## src/rtl/raycast_pkg.sv

```systemverilog
// raycast_pkg: column packet layout and transmit FSM states shared by the DDA
// stream transmitter and the transformation stage that unpacks it.
package raycast_pkg;

    localparam int PKT_W    = 38;
    localparam int COL_LSB  = 29;
    localparam int COL_W    = 9;
    localparam int LH_LSB   = 21;
    localparam int LH_W     = 8;
    localparam int WT_BIT   = 20;
    localparam int MAP_LSB  = 16;
    localparam int MAP_W    = 4;
    localparam int WX_LSB   = 0;
    localparam int WX_W     = 16;

    typedef struct packed {
        logic [COL_W-1:0] column;
        logic [LH_W-1:0]  line_height;
        logic             wall_type;
        logic [MAP_W-1:0] map_data;
        logic [WX_W-1:0]  wall_x;
    } dda_packet_t;

    typedef enum logic [1:0] {
        IDLE   = 2'd0,
        ACTIVE = 2'd1,
        FLUSH  = 2'd2
    } tx_state_t;

endpackage

```

## src/rtl/dda_stream_tx_fifo.sv

```systemverilog
// stream_fifo: synchronous FIFO with registered storage and a combinational head read.
module stream_fifo #(
    parameter int WIDTH = 39,
    parameter int DEPTH = 4
) (
    input  logic             clk,
    input  logic             rst,
    input  logic             push,
    input  logic [WIDTH-1:0] din,
    input  logic             pop,
    output logic [WIDTH-1:0] dout,
    output logic             full,
    output logic             empty
);
    localparam int AW = $clog2(DEPTH);

    logic [WIDTH-1:0] mem [DEPTH];
    logic [AW-1:0]    wr_ptr;
    logic [AW-1:0]    rd_ptr;
    logic [AW:0]      count;
    logic             do_push;
    logic             do_pop;

    assign full    = count == (AW+1)'(DEPTH);
    assign empty   = count == '0;
    assign dout    = mem[rd_ptr];
    assign do_push = push && !full;
    assign do_pop  = pop && !empty;

    always_ff @(posedge clk) begin
        if (do_push) mem[wr_ptr] <= din;
    end

    // Pointers wrap naturally because DEPTH is a power of two.
    always_ff @(posedge clk) begin
        if (rst) begin
            wr_ptr <= '0;
            rd_ptr <= '0;
            count  <= '0;
        end else begin
            if (do_push) wr_ptr <= wr_ptr + 1'b1;
            if (do_pop) rd_ptr <= rd_ptr + 1'b1;
            count <= count + (AW+1)'(do_push) - (AW+1)'(do_pop);
        end
    end
endmodule

```

## src/rtl/dda_stream_tx.sv

```systemverilog
// dda_stream_tx: tags DDA ray results with column indices and streams them out with tlast per frame.
// Define DDA_TX_LINE_CLAMP_EN to clamp line height to SCREEN_HEIGHT before packing.
module dda_stream_tx
    import raycast_pkg::*;
#(
    parameter int SCREEN_WIDTH  = 320,
    parameter int SCREEN_HEIGHT = 180,
    parameter int DEPTH         = 4
) (
    input  logic              pixel_clk_in,
    input  logic              rst_in,
    input  logic              frame_start_in,
    input  logic              ray_valid_in,
    input  logic [7:0]        ray_line_height_in,
    input  logic              ray_wall_type_in,
    input  logic [3:0]        ray_map_data_in,
    input  logic [15:0]       ray_wallX_in,
    output logic              ray_ready_out,
    output logic              dda_fifo_tvalid_out,
    output logic [PKT_W-1:0]  dda_fifo_tdata_out,
    output logic              dda_fifo_tlast_out,
    input  logic              dda_fifo_tready_in,
    output logic              frame_done_out,
    output logic              overflow_err_out
);
    localparam logic [COL_W-1:0] LAST_COL   = COL_W'(SCREEN_WIDTH - 1);
    localparam logic [LH_W-1:0]  HEIGHT_MAX = LH_W'(SCREEN_HEIGHT);

    if (SCREEN_WIDTH > (1 << COL_W) || SCREEN_HEIGHT >= (1 << LH_W) || DEPTH < 2) begin : g_bad_params
        $error("dda_stream_tx: parameter out of range");
    end

    tx_state_t        state;
    logic [COL_W-1:0] column;
    logic [LH_W-1:0]  line_height;
    logic             full;
    logic             empty;
    logic             push;
    logic             pop;
    logic             last_in;
    logic             head_last;
    dda_packet_t      packet;
    logic [PKT_W:0]   head_word;

`ifdef DDA_TX_LINE_CLAMP_EN
    assign line_height = (ray_line_height_in > HEIGHT_MAX) ? HEIGHT_MAX : ray_line_height_in;
`else
    assign line_height = ray_line_height_in;
`endif

    assign packet = '{
        column:      column,
        line_height: line_height,
        wall_type:   ray_wall_type_in,
        map_data:    ray_map_data_in,
        wall_x:      ray_wallX_in
    };

    assign last_in       = column == LAST_COL;
    assign ray_ready_out = (state == ACTIVE) && !full;
    assign push          = ray_valid_in && ray_ready_out;
    assign pop           = !empty && dda_fifo_tready_in;
    assign head_last     = head_word[PKT_W];

    stream_fifo #(
        .WIDTH(PKT_W + 1),
        .DEPTH(DEPTH)
    ) u_fifo (
        .clk  (pixel_clk_in),
        .rst  (rst_in),
        .push (push),
        .din  ({last_in, packet}),
        .pop  (pop),
        .dout (head_word),
        .full (full),
        .empty(empty)
    );

    // Gate the head with occupancy so stale storage never leaks onto the bus.
    assign dda_fifo_tvalid_out = !empty;
    assign dda_fifo_tdata_out  = empty ? '0 : head_word[PKT_W-1:0];
    assign dda_fifo_tlast_out  = !empty && head_last;

    always_ff @(posedge pixel_clk_in) begin
        if (rst_in) begin
            state            <= IDLE;
            column           <= '0;
            frame_done_out   <= 1'b0;
            overflow_err_out <= 1'b0;
        end else begin
            frame_done_out <= pop && head_last;
            if (state == ACTIVE && ray_valid_in && !ray_ready_out) overflow_err_out <= 1'b1;
            case (state)
                IDLE: begin
                    if (frame_start_in) begin
                        state  <= ACTIVE;
                        column <= '0;
                    end
                end
                ACTIVE: begin
                    if (push) begin
                        column <= last_in ? '0 : column + 1'b1;
                        if (last_in) state <= FLUSH;
                    end
                end
                FLUSH: begin
                    if (pop && head_last) state <= IDLE;
                end
                default: state <= IDLE;
            endcase
        end
    end
endmodule

```

## config.mk

```make
export PLATFORM = sky130hd
export DESIGN_NAME = dda_stream_tx
export DESIGN_NICKNAME = d
export VERILOG_FILES = /design/src/rtl/raycast_pkg.sv /design/src/rtl/dda_stream_tx_fifo.sv /design/src/rtl/dda_stream_tx.sv
export SDC_FILE = /design/constraint.sdc
export NUM_CORES = 1
export LEC_CHECK = 0
export BUFFER_PORTS_ARGS = -buffer_cell sky130_fd_sc_hd__buf_4
export CELL_PAD_IN_SITES_DETAIL_PLACEMENT = 1
export CELL_PAD_IN_SITES_GLOBAL_PLACEMENT = 1
export CORE_ASPECT_RATIO = 0.6
export CORE_MARGIN = 2
export CORE_UTILIZATION = 40
export CTS_CLUSTER_DIAMETER = 40
export DETAILED_ROUTE_END_ITERATION = 16
export GPL_TIMING_DRIVEN = 0
export PLACE_DENSITY = 0.73
export REMOVE_ABC_BUFFERS = 1
export SYNTH_ARGS = -nofsm -noshare
export SYNTH_HDL_FRONTEND = slang
export SYNTH_SLANG_ARGS = --single-unit
export TNS_END_PERCENT = 50
```

## constraint.sdc

```tcl
create_clock -name pixel_clk_in -period 7.5 [get_ports pixel_clk_in]
set_clock_uncertainty 0.05 [all_clocks]
set_input_delay 1.5 -clock pixel_clk_in [delete_from_list [all_inputs] [get_ports pixel_clk_in]]
set_output_delay 1.5 -clock pixel_clk_in [all_outputs]
set_load 0.01 [all_outputs]
```

# Yosys cells after proc, flatten, opt, wreduce, memory -nomap -nowiden
# Memory sizes are Yosys's and may differ from the RTL's. A register that Yosys moved wholly into a read port is not among the register bits.
# Index checks and enable logic that the tools add are counted.
# word_totals
reg_bits	20
latch_bits	0
ramBits	156
romBits	0
input_bits	34
output_inout_bits	43
word_cells	52
memories	1
# classes
addsub	5
mul	0
div_mod_pow	0
order_cmp	0
eq_ne	8
n_shift	0
n_mux	14
n_bitwise	0
reduce_logical	17
# mem_list
memory	depth	width	rd	rd_ports_with_merged_regs	wr	line_no	rtl
u_fifo.mem	4	39	1	1	1	dda_stream_tx_fifo.sv:17	logic [WIDTH-1:0] mem [DEPTH];
# ops
op	count
$mux W38	1
$mux W9	3
$pmux W9 S2	1
$mux W2	6
$add A9 B1 Y9 const B	1
$eq A9 B9 Y1 const B	1
$logic_and A1 B1 Y1	9
$ne A2 B2 Y1 const B	3
$pmux W2 S3	1
$add A2 B1 Y2 const B	2
$reduce_and A4 Y1	1
$add A3 B1 Y3	1
$eq A3 B3 Y1 const B	1
$logic_not A1 Y1	3
$logic_not A3 Y1	1
$reduce_and A3 Y1	1
$sub A3 B1 Y3	1
$eq A2 B1 Y1 const B	1
$eq A2 B2 Y1 const B	1
$logic_not A2 Y1	1
$mux W1	2
$ne A2 B1 Y1 const B	1
$reduce_bool A2 Y1	1

# Logic depth before layout (Yosys ltp)
# depth
ltp_word	7
ltp_mapped	9
mapped_depth_nobuf	8

# By module
# Synthesis repeated with hierarchy kept, for this count alone.
# hier_totals
cells_unflattened	378
hier_area_um2	7003.0
# modules_own_cells
module	instances	cells_per_inst	area_per_inst_um2	seq_area_each_um2
stream_fifo	1	254	6089.6	4864.7
dda_stream_tx	1	124	913.4	260.2

# Worst setup path after synthesis
# OpenSTA, ideal clock, no wires.
# synth_path
path_kind	input to register
start	input port ray_valid_in
end	memory u_fifo.mem[0][0] (enable)
setup_ps	400
arrival_time_ps	2954
required_time_ps	7050
slack_ps	4096
path_stages	4
n_path_buf	1
path_cell_list	nand3_1 -> inv_2 -> clkbuf_1 -> and2_1
# synth_between
elab_chain_cells	4
# synth_lines
item	line_no	rtl
start, declared	dda_stream_tx.sv:13	input logic ray_valid_in,
$logic_and A1 B1 Y1	dda_stream_tx.sv:61	assign push = ray_valid_in && ray_ready_out;
$logic_and A1 B1 Y1	dda_stream_tx_fifo.sv:27	assign do_push = push && !full;
via u_fifo.do_push	dda_stream_tx_fifo.sv:21	logic do_push;
$mux W1	dda_stream_tx_fifo.sv:31	if (do_push) mem[wr_ptr] <= din;
$mux W1 (implied by the code)	dda_stream_tx_fifo.sv:31	
end, declared	dda_stream_tx_fifo.sv:17	
# The timed path passes the listed nets, and every way through them passes these cells.

==> results.md <==
* Outcome: finished clean
* Fillers at 1580
* Synth Flop Type: edfxtp_1
* Initial antenna violation count at 0
* Post-Synthesis Cell Area at 6950 sq um
* CTS Hold Bufs at 0
* Reg-to-Reg End: u_fifo.count[2]
* Final global-route overflow total at 0
* R2r startpoint: u_fifo.count[1]
* Cells along the critical path: mux4_2 -> and2_1 -> buf_4
* Delay-heaviest family, CP: flip-flops
* DP Area at 7850 sq um
* CTS buffer count at 17
* Final hold slack at 0.447 ns
* CTS tree: yes
* DP Wirelength at 8.27 mm
* YS warnings at 0
* DR iter-0 viols at 264
* Final Hold Vio Count at 0
* Cells after synthesis at 368
* DR WL/cell at 19.9 um
* Port Buffers at 76
* Post-Syn Area per Cell at 18.9 sq um
* Area grow syn2layout at 21.3%
* Simple-Gate Fraction of Synth Area at 7.17%
* Die footprint at 18500 sq um
* Diodes inserted at 0
* CP Data Arrival Time at 2.30 ns
* Worst setup SP type: register
* Worst hold path type: reg2reg
* Pin count of the biggest net entering global routing at 44
* Count of pins over their slew limit at 0
* Layout cells sized above 1 at 34.7%
* Placement Rows at 37
* VDD IR max at 0.157 mV
* R2R Setup Slk at 4.64 ns
* Ranking of synthesized cells by area: edfxtp_1 (67%), mux4_2 (13%), dfxtp_1 (6.3%), and2_1 (4.1%), ha_1 (1.3%)
* Clk_lat worst skew at 0.42 ns
* Max FO, Critical Path at 39
* #FFs+latches synth at 178
* Critical path depth at 3
* Worst slew margin at 42.0%
* CP Data Required Time at 5.95 ns
* Via density at 5.16
* Worst Tran Pin Value at 0.869 ns
* Pwr dens at 319 nW/um^2
* Slowest cell on crit path: dfxtp_4
* Largest family of logic cells by synthesized area: multiplexers
* Bufs on Longest Clock Path at 2
* Seq/Total Area, Yosys at 73.8%
* Critical Path End: dda_fifo_tdata_out[10]
* Post-synthesis mux area share at 12.8%
* R2R depth at 8
* Final WL at 13.9 mm
* Xor-xnor portion of the synthesized cell area at 0.630%
* Clk root buf: clkbuf_16
* Via count at 3604
* Post-Synth Adder-Cell Area at 1.55%
* EDFF count, synth at 156
* Setup violations, final at 0
* Number of max-cap violations at 0
* Chip height at 106 um
* CP bufs+invs at 1
* Vias in the first global route at 3914
* Die W at 174 um
* Period minus WS final at 3.85 ns
* Htree depth at 4
* # IOs at 77
* RSZ-0062 raised after global routing: no
* Post-route setup TNS at 0 ns
* Compound-gate portion of the synthesized area at 2.41%
* Gr usage total at 16.1%
* Crit path kind: reg2out
* Design Area, Final at 8430 sq um
* Leading area contributor after synthesis: edfxtp_1
* Post-synthesis cell type count at 40
* Global placer's final weighted congestion at 0.709
* Setup Buffers After CTS at 0
* Post-cts resize count at 0
* Highest Clock Rate at 0.259 GHz
* Final worst-path cycle share at 51.4%
* Ys async rst share at 0%
* Detail Route Antenna Nets at 0
* Drt drc at 0
* Static leakage at 0.00282 uW
* Clk sink count at 178
* Initial Util at 40.7%
* Pre-antenna DRT Iters at 4
* Core box area at 17100 sq um
* Critical Path Max Stage Delay at 0.91 ns
* First-pass GRT wire length at 22.2 mm
* Top-area cell type share of the netlist area at 67.4%
* Element type at the critical path end: output pin
* Nets at 493
* Worst-path clk slew at 0.07 ns
==> worst min-delay path, cell delays in order, from the launching register on <==
cell and delay [ns]:
dfxtp_1 0.34, a41oi_1 0.05, nor2_1 0.07
==> how the worst min path moves through the flow <==
stage               cells past startpoint  slack (ns)               end        startpoint
floorplan                               2        0.43          register  u_fifo.rd_ptr[1]
global placement                        2        0.42  overflow_err_out  overflow_err_out
detailed placement                      2        0.44  overflow_err_out  overflow_err_out
CTS                                     2        0.46  overflow_err_out  overflow_err_out
global route                            2        0.47  overflow_err_out  overflow_err_out
finish                                  2        0.45  overflow_err_out  overflow_err_out
==> flip-flops by register name (all words and copies together), names as in the netlist, named ones only <==
name              count
column                9
overflow_err_out      1
u_fifo.mem          156
u_fifo.count          3
frame_done_out        1
u_fifo.wr_ptr         2
u_fifo.rd_ptr         2
state                 2
==> cell usage in the layout, fill, tap and decap left out, drive strengths merged, types with 2 or more instances in the layout <==
| cell type | count |
|---|---|
| dfxtp | 22 |
| inv | 15 |
| nand2 | 5 |
| clkinv | 7 |
| and2 | 45 |
| mux4 | 39 |
| ha | 7 |
| a221oi | 6 |
| o31ai | 2 |
| nand3 | 6 |
| xnor2 | 4 |
| nor2 | 13 |
| clkbuf | 18 |
| o21ai | 5 |
| edfxtp | 156 |
| buf | 81 |
| bufinv | 2 |
| nand4 | 2 |
| nor2b | 3 |
| or3 | 6 |
| or4 | 3 |
==> power by group <==
group | switching [uW] | internal [uW]
sequential | 78.4 | 1120
clock | 374 | 495
combinational | 273 | 351
total | 726 | 1960
==> area by class of cell <==
class / count / area [sq um] / share of cell area (%)
flip-flops and latches: 178 / 5130 / 60.9
multi-input cells: 162 / 1710 / 20.3
repair buffers: 81 / 671 / 7.96
clock buffers: 18 / 429 / 5.09
well taps: 234 / 293 / 3.47
clock inverters: 14 / 151 / 1.80
inverters: 11 / 41.3 / 0.490
==> stage by stage <==
stage | setup WS [ns] | instances | total power [uW] | util [%]
3_3_place_gp | 2.49 | 661 | 1840 | 45.3
5_1_grt | 3.44 | 698 | 2820 | 49.3
2_1_floorplan | 3.37 | 351 | 1550 | -
3_5_place_dp | 4.04 | 666 | 1850 | 45.9
4_1_cts | 3.57 | 698 | 2730 | 49.3
6_report | 3.65 | 698 | 2690 | 49.3
==> layer usage <==
layer / global-route usage [%] / part of all wire [%]
met3: 4.79 / 4.2
met1: 22.0 / 48
met5: 0 / 0
met2: 25.7 / 48
met4: 3.60 / 0.45
==> cells by family (layout without fill, tap and decap cells) <==
| family | after synthesis | after routing |
|---|---|---|
| adders and majority gates | 8 | 8 |
| buffers and inverters | 28 | 124 |
| muxes | 40 | 40 |
| AOI/OAI and AO/OA | 22 | 22 |
| and+or+nand+nor | 87 | 87 |
| DFF | 178 | 178 |
| xor gates and xnor gates | 5 | 5 |
==> synthesized netlist by cell type (all sizes together) (2+ instances only) <==
cell type    n
a221oi       6
and2        45
buf          7
clkbuf      10
dfxtp       22
edfxtp     156
ha           7
inv         11
mux4        39
nand2        5
nand3        6
nand4        2
nor2        13
nor2b        3
o21ai        5
o31ai        2
or3          6
or4          3
xnor2        4
No activity file was read; power rests on OpenSTA's default activity.
